## config.mk

```make
export PLATFORM = sky130hd
export DESIGN_NAME = fir_coef_loader
export DESIGN_NICKNAME = d
export VERILOG_FILES = /design/src/rtl/fir_ctrl_pkg.sv /design/src/rtl/fir_coef_loader.sv
export SDC_FILE = /design/constraint.sdc
export NUM_CORES = 1
export LEC_CHECK = 0
export ABC_AREA = 0
export BUFFER_PORTS_ARGS = -buffer_cell sky130_fd_sc_hd__buf_2
export CAP_MARGIN = 20
export CORE_MARGIN = 4
export CORE_UTILIZATION = 56
export DETAILED_ROUTE_END_ITERATION = 7
export PLACE_DENSITY = 0.8
export SYNTH_ARGS = -nofsm -noshare
export SYNTH_HDL_FRONTEND = slang
export SYNTH_SLANG_ARGS = --single-unit
```

## constraint.sdc

```tcl
create_clock -name clk -period 3 [get_ports clk]
set_clock_uncertainty 0.1 [all_clocks]
set_input_delay 0.3 -clock clk [delete_from_list [all_inputs] [get_ports clk]]
set_output_delay 0.3 -clock clk [all_outputs]
set_load 0.05 [all_outputs]
```

## src/rtl/fir_ctrl_pkg.sv

```systemverilog
// Shared types and widths for the FIR equalizer configuration path.
package fir_ctrl_pkg;

  localparam int COEF_W = 16;
  localparam int TAP_W  = 8;
  localparam int SEL_W  = 4;

  typedef enum logic [3:0] {
    ST_IDLE,
    ST_PRE_CHK,
    ST_PRE_PAD,
    ST_GET_LSB,
    ST_GET_MSB,
    ST_WRITE,
    ST_POST_CHK,
    ST_POST_PAD,
    ST_RESUME
  } loader_state_t;

endpackage

```

## src/rtl/fir_coef_loader.sv

```systemverilog
// Coefficient load sequencer: assembles host bytes into 16-bit coefficients, keeps the
// bank write address aligned to zero around each load and gates audio while loading.
module fir_coef_loader
  import fir_ctrl_pkg::*;
#(
  parameter int NUM_FILTERS  = 4,
  parameter int BYTE_TIMEOUT = 65535
) (
  input  logic             clk,
  input  logic             reset,
  input  logic             start,
  input  logic [SEL_W-1:0] filter_sel,
  input  logic [TAP_W-1:0] taps_per_filter,
  input  logic             byte_valid,
  input  logic [7:0]       byte_data,
  output logic             byte_ready,
  input  logic             wr_addr_zero,
  input  logic             sample_strobe,
  input  logic             audio_en_in,
  output logic             audio_en,
  output logic             coefficient_wr_en,
  output logic [SEL_W-1:0] coef_select,
  output logic [7:0]       coef_wr_lsb_data,
  output logic [7:0]       coef_wr_msb_data,
  output logic             busy,
  output logic             done,
  output logic             error
);

  localparam int IDLE_W = (BYTE_TIMEOUT > 1) ? $clog2(BYTE_TIMEOUT + 1) : 1;
  localparam logic [IDLE_W-1:0] TIMEOUT_LIM = IDLE_W'(BYTE_TIMEOUT);
  localparam logic [SEL_W:0]    NUM_FILT_L  = (SEL_W + 1)'(NUM_FILTERS);

  loader_state_t     state_q, state_d;
  logic [SEL_W-1:0]  sel_q, sel_d;
  logic [TAP_W-1:0]  taps_q, taps_d;
  logic [TAP_W-1:0]  tap_cnt_q, tap_cnt_d;
  logic [COEF_W-1:0] coef_q, coef_d;
  logic [IDLE_W-1:0] idle_q, idle_d;
  logic              hold_q, hold_d;
  logic              error_q, error_d;
  logic              done_q, done_d;
  logic              audio_en_q, audio_en_d;

  logic              get_state;
  logic              xfer;
  logic [IDLE_W-1:0] idle_inc;
  logic              timeout_hit;
  logic              start_ok;

  assign get_state   = (state_q == ST_GET_LSB) || (state_q == ST_GET_MSB);
  assign xfer        = byte_valid && get_state;
  assign idle_inc    = idle_q + 1'b1;
  assign timeout_hit = (BYTE_TIMEOUT != 0) && (idle_inc == TIMEOUT_LIM);
  assign start_ok    = ({1'b0, filter_sel} < NUM_FILT_L) && (taps_per_filter != '0);

  always_comb begin
    state_d   = state_q;
    sel_d     = sel_q;
    taps_d    = taps_q;
    tap_cnt_d = tap_cnt_q;
    coef_d    = coef_q;
    idle_d    = '0;
    hold_d    = hold_q;
    error_d   = error_q;
    done_d    = 1'b0;

    case (state_q)
      ST_IDLE: begin
        if (start) begin
          if (start_ok) begin
            sel_d     = filter_sel;
            taps_d    = taps_per_filter;
            tap_cnt_d = '0;
            error_d   = 1'b0;
            hold_d    = 1'b1;
            state_d   = ST_PRE_CHK;
          end else begin
            error_d = 1'b1;
            done_d  = 1'b1;
          end
        end
      end
      ST_PRE_CHK:  state_d = wr_addr_zero ? ST_GET_LSB : ST_PRE_PAD;
      ST_PRE_PAD:  state_d = ST_PRE_CHK;
      ST_GET_LSB, ST_GET_MSB: begin
        if (xfer) begin
          if (state_q == ST_GET_LSB) begin
            coef_d[7:0] = byte_data;
            state_d     = ST_GET_MSB;
          end else begin
            coef_d[COEF_W-1:8] = byte_data;
            state_d            = ST_WRITE;
          end
        end else if (BYTE_TIMEOUT != 0) begin
          idle_d = idle_inc;
          // A stalled host abandons the load but still realigns the bank address.
          if (timeout_hit) begin
            error_d = 1'b1;
            state_d = ST_POST_CHK;
          end
        end
      end
      ST_WRITE: begin
        tap_cnt_d = tap_cnt_q + 1'b1;
        state_d   = (tap_cnt_q == taps_q - 1'b1) ? ST_POST_CHK : ST_GET_LSB;
      end
      ST_POST_CHK: state_d = wr_addr_zero ? ST_RESUME : ST_POST_PAD;
      ST_POST_PAD: state_d = ST_POST_CHK;
      ST_RESUME: begin
        if (sample_strobe) begin
          hold_d  = 1'b0;
          done_d  = 1'b1;
          state_d = ST_IDLE;
        end
      end
      default: state_d = ST_IDLE;
    endcase
  end

  // Using the next hold value lets audio_en track hold on the same edge.
  assign audio_en_d = audio_en_in && !hold_d;

  always_ff @(posedge clk) begin
    if (reset) begin
      state_q    <= ST_IDLE;
      sel_q      <= '0;
      taps_q     <= '0;
      tap_cnt_q  <= '0;
      coef_q     <= '0;
      idle_q     <= '0;
      hold_q     <= 1'b0;
      error_q    <= 1'b0;
      done_q     <= 1'b0;
      audio_en_q <= 1'b0;
    end else begin
      state_q    <= state_d;
      sel_q      <= sel_d;
      taps_q     <= taps_d;
      tap_cnt_q  <= tap_cnt_d;
      coef_q     <= coef_d;
      idle_q     <= idle_d;
      hold_q     <= hold_d;
      error_q    <= error_d;
      done_q     <= done_d;
      audio_en_q <= audio_en_d;
    end
  end

  assign coefficient_wr_en = (state_q == ST_WRITE) || (state_q == ST_PRE_PAD) ||
                             (state_q == ST_POST_PAD);
  assign coef_wr_lsb_data  = (state_q == ST_WRITE) ? coef_q[7:0] : 8'h00;
  assign coef_wr_msb_data  = (state_q == ST_WRITE) ? coef_q[COEF_W-1:8] : 8'h00;
  assign coef_select       = sel_q;
  assign byte_ready        = get_state;
  assign busy              = (state_q != ST_IDLE);
  assign done              = done_q;
  assign error             = error_q;
  assign audio_en          = audio_en_q;

endmodule

```

Word level (Yosys, flattened, before mapping)
Cells that the tools add are included.
{"block": "totals", "word_cells": 80, "out_inout_bits": 26, "ff_bits": 60}
{"block": "op_classes", "eq_ne": 16, "addsub": 3, "muxes": 27, "bitwise": 2, "reduce_logical": 20, "order_cmp": 1}
{"op": "two-way mux 8 bit", "count": 4}
{"op": "one-hot mux 4 bit (8 select lines)", "count": 1}
{"op": "two-way mux 4 bit", "count": 6}
{"op": "adder 16 x 1 -> 16 bit, second input constant", "count": 1}
{"op": "equality test 16 bit, second input constant", "count": 1}
{"op": "equality test 4 x 3 -> 1 bit, second input constant", "count": 4}
{"op": "one-hot mux 8 bit (2 select lines)", "count": 1}
{"op": "AND reduction 3 bit", "count": 4}
{"op": "two-way mux 1 bit", "count": 11}
{"op": "inequality test 2 bit, second input constant", "count": 5}
{"op": "adder 8 x 1 -> 8 bit, second input constant", "count": 1}
{"op": "equality test 4 x 2 -> 1 bit, second input constant", "count": 2}
{"op": "equality test 8 bit", "count": 1}
{"op": "AND reduction 4 bit", "count": 2}
{"op": "nonzero test 8 bit", "count": 1}
{"op": "subtractor 8 x 1 -> 8 bit, second input constant", "count": 1}
{"op": "one-hot mux 1 bit (2 select lines)", "count": 3}
{"op": "equality test 4 x 1 -> 1 bit, second input constant", "count": 1}
{"op": "equality test 4 bit, second input constant", "count": 1}
{"op": "logical NOT 4 bit", "count": 1}
{"op": "< comparator 4 x 3 -> 1 bit, second input constant", "count": 1}
{"op": "nonzero test 2 bit", "count": 2}
{"op": "nonzero test 4 bit", "count": 1}
{"op": "logical AND 1 bit", "count": 3}
{"op": "7 further kinds", "count": 10}

Logic depth before layout (Yosys ltp)
Gate-level depths: netlist of run 1.
{"block": "depth", "word_depth": 7, "depth_mapped": 9, "ltp_nobuf": 8}

Worst setup path before layout of run 1
No wires, ideal clock.
{"block": "synth_timing", "kind": "register -> register", "start": "reg state_q[2]", "end": "reg state_q[0]", "setup_ns": 0.086, "stages_incl_launch_ff": 8, "synth_period_minus_slack_ns": 2.581, "path_buffers": 0, "arrival_ns": 2.395, "setup_slack_ns": 0.419, "cell_sequence": "dfxtp_1 > or3b_2 > a21oi_1 > nor2b_1 > inv_1 > o21ai_2 > a211oi_1 > a211oi_1"}
{"block": "synth_via", "elab_chain_len": 5, "elab_cells_between_ends": 20, "cone_classes": "eq/ne (12); mux (3); reduce/logical (5)"}
{"item": "start, declared", "line": "fir_coef_loader.sv:34", "source": "loader_state_t state_q, state_d;"}
{"item": "start signal, assigned", "line": "fir_coef_loader.sv:137", "source": "state_q <= state_d;"}
{"item": "equality test 4 x 2 -> 1 bit or equality test 4 x 3 -> 1 bit (tied branches)", "line": "fir_coef_loader.sv:51", "source": "assign get_state = (state_q == ST_GET_LSB) || (state_q == ST_GET_MSB);"}
{"item": "logical OR 1 bit (*)", "line": "fir_coef_loader.sv:51"}
{"item": "named net byte_ready", "line": "fir_coef_loader.sv:16", "source": "output logic byte_ready,"}
{"item": "logical AND 1 bit (*)", "line": "fir_coef_loader.sv:52", "source": "assign xfer = byte_valid && get_state;"}
{"item": "two-way mux 4 bit or inequality test 3 bit (tied branches)"}
{"item": "one-hot mux 4 bit (8 select lines) or AND reduction 4 bit (tied branches)"}
Mark *: on every way through the listed nets, which the timed path passes. The rest lies on a longest branch.
A chain may end at the register's enable or synchronous reset.

Worst setup path after layout of run 1
{"block": "layout_timing", "start": "reg idle_q[0]", "end": "reg state_q[2]"}
{"block": "layout_via", "elab_chain_len": 4}
{"item": "start, declared", "line": "fir_coef_loader.sv:39", "source": "logic [IDLE_W-1:0] idle_q, idle_d;"}
{"item": "start signal, assigned", "line": "fir_coef_loader.sv:142", "source": "idle_q <= idle_d;"}
{"item": "adder 16 x 1 -> 16 bit", "line": "fir_coef_loader.sv:53", "source": "assign idle_inc = idle_q + 1'b1;"}
{"item": "equality test 16 bit", "line": "fir_coef_loader.sv:54", "source": "assign timeout_hit = (BYTE_TIMEOUT != 0) && (idle_inc == TIMEOUT_LIM);"}
{"item": "inequality test 3 bit (no line)"}
{"item": "AND reduction 4 bit (no line)"}
No other way between the ends.

==> results of run 1 <==
[placed cells by master, fill, tap and decap left out, types with 2 or more instances in the layout]
cell / Yosys / routed
nand2_1: 18 / 18
dfxtp_1: 60 / 60
nor4_1: 5 / 4
nand4_1: 5 / 5
o21ai_0: 6 / 6
buf_2: 2 / 52
a211oi_1: 5 / 5
mux2i_1: 26 / 26
xor2_1: 11 / 11
inv_1: 11 / 11
buf_4: 0 / 4
xnor2_1: 19 / 19
nand4b_1: 2 / 2
clkinv_2: 0 / 3
clkbuf_8: 0 / 10
and2_1: 17 / 17
nor4_2: 1 / 2
a2bb2oi_1: 2 / 2
nor2b_1: 4 / 4
o211ai_1: 3 / 3
ha_1: 4 / 4
nor3_1: 6 / 6
or2_2: 2 / 2
nor2_1: 61 / 61
a21oi_1: 13 / 13
nand3_1: 10 / 10
or3_1: 2 / 2
bufinv_16: 0 / 2
nand2b_1: 9 / 9
or4_1: 3 / 3
nand3b_1: 4 / 4
and3_1: 3 / 3
[power breakdown]
| part | switching, uW | leakage, uW | internal, uW |
|---|---|---|---|
| logic | 98.6 | 0.000857 | 59.3 |
| clock network | 306 | 0.000113 | 486 |
| registers | 16.2 | 0.000485 | 809 |
| total | 421 | 0.00145 | 1350 |
[worst max-delay path: stages, from the launching register on]
cell and delay [ps]:
dfxtp_1 440, ha_1 240, nand3_1 190, nor2_1 290, a2bb2oi_1 160, a2111oi_4 420
o21ai_2 140, or4_1 480, o21ai_1 120
[cell families after synthesis]
logic type / share of synthesized area [%]
compound gates: 8.966
xor+xnor: 8.798
fa+ha+maj: 1.676
buf+inv: 3.980
flops: 40.22
mux: 8.714
simple gates: 27.65
[sequential cells by signal, indices dropped and copies added (netlist names)]
signal	cells
taps_q	8
idle_q	16
error	1
hold_q	1
tap_cnt_q	8
state_q	4
audio_en	1
coef_q	16
done	1
coef_select	4
[area by class of cell]
cell class	count	area, sq um
Tap cell	70	87.58
Sequential cell	60	1201
Inverter	11	41.29
Multi-Input combinational cell	258	1673
Fill cell	435	1630
Timing Repair Buffer	56	290.3
Clock buffer	11	141.4
Clock inverter	5	75.07
[worst max path at each step]
stage,end,cells past startpoint,from
floorplan,state_q[0],7,state_q[2]
global placement,state_q[2],8,idle_q[0]
detailed placement,state_q[2],8,idle_q[0]
CTS,coef_wr_msb_data[5],5,state_q[0]
global route,state_q[2],8,idle_q[0]
finish,state_q[2],8,idle_q[0]
[per-stage QoR]
step	hold WS (ps)	instances	setup slack (ps)
2_1_floorplan	313.8	347	419.4
3_3_place_gp	310.8	455	515.0
3_5_place_dp	314.9	455	413.2
4_1_cts	66.55	471	387.9
5_1_grt	74.65	471	128.3
6_report	84.32	471	367.6
[routing by layer]
metal  vias up  GRT usage [%]
met2        56          35.06
met4         0          10.30
met1      1166          25.33
li1       1279              -
met3        11          4.878
met5         -              0
==> impl_results.md, run 1 <==
* Status: completed
* Post-route setup TNS at 0 ps
* Full die area at 0.006566 sq mm
* Worst Setup End Kind: flop
* Most used DFF post-synth: dfxtp_1
* Post-synthesis register bit count at 60
* Area contributors post-synth: dfxtp_1 (40%), mux2i_1 (8.7%), nor2_1 (7.7%), xnor2_1 (5.6%), and2_1 (3.6%)
* Fin crit share at 87.75%
* Ys async rst share at 0%
* FF-to-FF End: state_q[2]
* Syn Nets at 378
* Tightest Pin Transition at 699.7 ps
* CTS root buf: clkbuf_8
* P_leak at 0.001455 uW
* Type of the tightest min-delay check: input pin to flop
* Drt total wl at 6363 microns
* Worst hold endpoint: audio_en
* Longest Clk Path Bufs at 2
* First-pass GRT wire length at 10660 microns
* # IOs at 53
* F_max at 0.3799 GHz
* Routed len/inst at 13.51 microns
* Met2 routed wirelength at 2907 microns
* R2R setup slack at 370 ps
* Maximum vdd drop at 0.2986 mV
* RSZ-0062 raised after global routing: no
* Via count at 2512
* Number of synthesized flops with an enable pin at 0
* Synth top area share at 40.22%
* Post-CTS Hold Fix Bufs at 0
* CTS buffer count at 9
* Area grow syn2layout at 17.51%
* Slew headroom at 53.36%
* Met3 wire length at 339 microns
* DRC viols at 0
* Worst r2r path cells at 8
* Worst-path fanout max at 7
* Most common cell in the netlist: nor2_1
* Fin. max-slew vios at 0
* CTS tree: yes
* Minimum clock period at 2632 ps
* Unique masters post-synth at 48
* Die width at 81.03 microns
* Clock transition at path regs at 70 ps
* CP required at 3170 ps
* Setup Buffers After CTS at 0
* Post-Route M1 WL at 2995 microns
* Htree depth at 3
* Hold depth at 3
* I/O Buffers at 52
* Area after DPL at 0.003293 sq mm
* Layout Utilization at 68.28%
* Post-synthesis sequential area ratio at 40.22%
* Initial antenna violation count at 0
* Vias in the first global route at 2444
* DR iter-0 viols at 99
* Finish-stage setup viols at 0
* Crit Path Category: flop to flop
* Most frequent cells after synthesis: nor2_1 (61), dfxtp_1 (60), mux2i_1 (26)
* Largest area contributor in the netlist: dfxtp_1
* Post-Synthesis Cell Area at 0.002987 sq mm
* Initial Util at 58.11%
* Top sig layer: met4
* Power density over the cells at 505.8 mW/mm^2
* Setup crit start kind: flop
* Final Hold Viols at 0
* Via density at 5.333
* Routability cong. at 0.8312
* Synth Warn # at 0
* Post-route ant nets at 0
* Reg2reg start: idle_q[0]
* Total grt overflow at 0
* Max_cap viols at 0
* Worst EP arrival at 2810 ps
* Layout Nets at 427
* Synthesized area per cell at 8.607 sq um
* Pin count of the biggest net entering global routing at 39
* Detailed Place HPWL at 4505 microns
* Final Cell Area at 0.003510 sq mm
* Antenna cells at 0
* Post-CTS resize count at 0
* Core area at 0.005140 sq mm
* CTS Sinks at 60
* Total Power at 1775 uW
* Syn Inst Count at 347
* Rows at 26
* Total GRT Usage at 21.01%
* Router iterations before antenna repair at 4
* Worst skew pair latency at 340 ps
* Die Height at 81.03 microns
* Share of layout cells above drive strength 1 at 20.45%
* Hold path start: audio_en_in
Power figures use the tool's default switching activity.
==> run 2: changes to the inputs <==
--- a/config.mk
+++ b/config.mk
@@ -8,7 +8,7 @@
 export ABC_AREA = 0
 export BUFFER_PORTS_ARGS = -buffer_cell sky130_fd_sc_hd__buf_2
 export CAP_MARGIN = 20
-export CORE_MARGIN = 4
+export CORE_MARGIN = 3
 export CORE_UTILIZATION = 56
 export DETAILED_ROUTE_END_ITERATION = 7
 export PLACE_DENSITY = 0.8
==> run 2 against run 1 <==
Net effect: combinational power hardly changed; total power decreased by 2.5%; utilization is 2.4 points higher; flip-flop and latch count stayed put; critical endpoint unchanged.
==> impl_results.md, run 2 (synthesis results as in run 1) <==
* I/O Buffers at 52
* RSZ-0062 raised after global routing: no
* Commonest cells after routing, fill and taps aside: nor2_1 (61), dfxtp_1 (60), buf_2 (52)
* Worst EP arrival at 2750 ps
* Core area at 0.004942 sq mm
* Post-CTS Hold Fix Bufs at 0
* Vias in the first global route at 2328
* Seq pwr share at 47.6%
* DRC viols at 0
* First-pass GRT wire length at 10610 microns
* Router iterations before antenna repair at 5
* Share of layout cells above drive strength 1 at 20.50%
* Initial Util at 60.43%
* Area grow syn2layout at 16.88%
* Worst skew pair latency at 350 ps
* Slew headroom at 55.94%
* Setup Buffers After CTS at 0
* F_max at 0.3897 GHz
* CTS root buf: clkbuf_8
* Clk network pwr share at 43.3%
* Worst r2r path cells at 8
* Largest regs: coef_q (16), idle_q (16)
* CTS Sinks at 60
* Minimum clock period at 2566 ps
* NetSw at 452.8 uW
* DR iter-0 viols at 231
* Die width at 79.03 microns
* Routed len/inst at 13.48 microns
* Clock transition at path regs at 70 ps
* Place WS at 442.3 ps
* Setup crit start kind: flop
* Commonest non-fill, non-tap cell in the layout: nor2_1
* Via count at 2499
* Detailed Place HPWL at 4517 microns
* Drt total wl at 6294 microns
* Max_cap viols at 0
* Fin. max-slew vios at 0
* # IOs at 53
* Post-route setup TNS at 0 ps
* P_leak at 0.001435 uW
* Tightest Pin Transition at 660.9 ps
* Power density over the cells at 496.1 mW/mm^2
* Layout Nets at 426
* Via density at 5.351
* Final Hold Viols at 0
* Final worst slack at 434.2 ps
* Internal at 1279 uW
* Critical Path Slowest Stage Cell: or4_1
* Rows at 25
* CP peak stage delay at 470 ps
* Worst Setup End Kind: flop
* Routability cong. at 0.8260
* Worst-path fanout max at 7
* Comb pwr share at 9.1%
* Worst path top cell family by delay: simple AND/OR/NAND/NOR gates
* Status: completed
* Die Height at 79.03 microns
* Crit Path Category: flop to flop
* CP required at 3180 ps
* Finish-stage setup viols at 0
* Sw frac at 26.15%
* Post-route ant nets at 0
* Total grt overflow at 0
* Placed cells at 451
* Htree depth at 3
* Initial antenna violation count at 0
* Antenna cells at 0
* Longest Clk Path Bufs at 2
* CP cell instances: ha_1 > nand3_1 > nor2_1 > a2bb2oi_1 > a2111oi_4 > o21ai_2 > or4_1 > o21ai_1
* CTS buffer count at 9
* Full die area at 0.006246 sq mm
* Buf+Inv Stages, Crit Path at 0
* Total GRT Usage at 21.68%
* Post-route insts no fill at 467
* Pin count of the biggest net entering global routing at 39
* CTS tree: yes
* Number of cells on the critical path at 8
* Type of the tightest min-delay check: input pin to flop
* Hold depth at 3
* Maximum vdd drop at 0.4845 mV
* Hold WS at 64.51 ps
* Layout Utilization at 70.63%
* Post-CTS resize count at 0
* Fin crit share at 85.53%
-- run 2: path summary, 6_finish.rpt --
kind / start / endpoint / slack [ps]
setup / recovery: idle_q[0] / state_q[2] / 430
setup reg to reg: idle_q[0] / state_q[2] / 430
hold reg to reg: coef_select[3] / coef_select[3] / 330
hold / removal: audio_en_in / audio_en / 60
-- run 2: worst register-to-register path, cell delays in order (launching register included) --
cell and delay [ps]:
dfxtp_1 440, ha_1 240, nand3_1 190, nor2_1 270, a2bb2oi_1 150, a2111oi_4 400
o21ai_2 130, or4_1 470, o21ai_1 110
-- run 2: power groups by stage --
stage          sequential (uW)  combinational (uW)  clock [uW]
6_report                   824                 158         750
5_1_grt                    826                 175         794
4_1_cts                    824                 158         769
3_5_place_dp               842                 157           0
3_3_place_gp               841                 154           0
2_1_floorplan              848                 104           0
-- run 2: final cells by class --
type | count | area [sq um]
clock buffer | 10 | 137.6
fill | 424 | 1451
tap | 67 | 83.83
timing repair buffer | 55 | 282.8
multi-input combinational | 258 | 1673
sequential | 60 | 1201
inverter | 11 | 41.29
clock inverter | 6 | 71.32
-- run 2: stage by stage --
step                      instance area, sq um  total power (uW)
final                                     3491              1732
after global routing                      3491              1795
after CTS                                 3491              1751
after detailed placement                  3282             999.0
after global placement                    3282             995.0
after floorplan                           2987             952.6
-- run 2: metal layers --
metal  vias to the layer above  track usage, %  wire (microns)
met5                         -               0               0
met4                         0           7.560              69
met3                         6           7.256             344
met2                        63           34.68            3068
met1                      1152           27.29            2812
li1                       1278               -               -
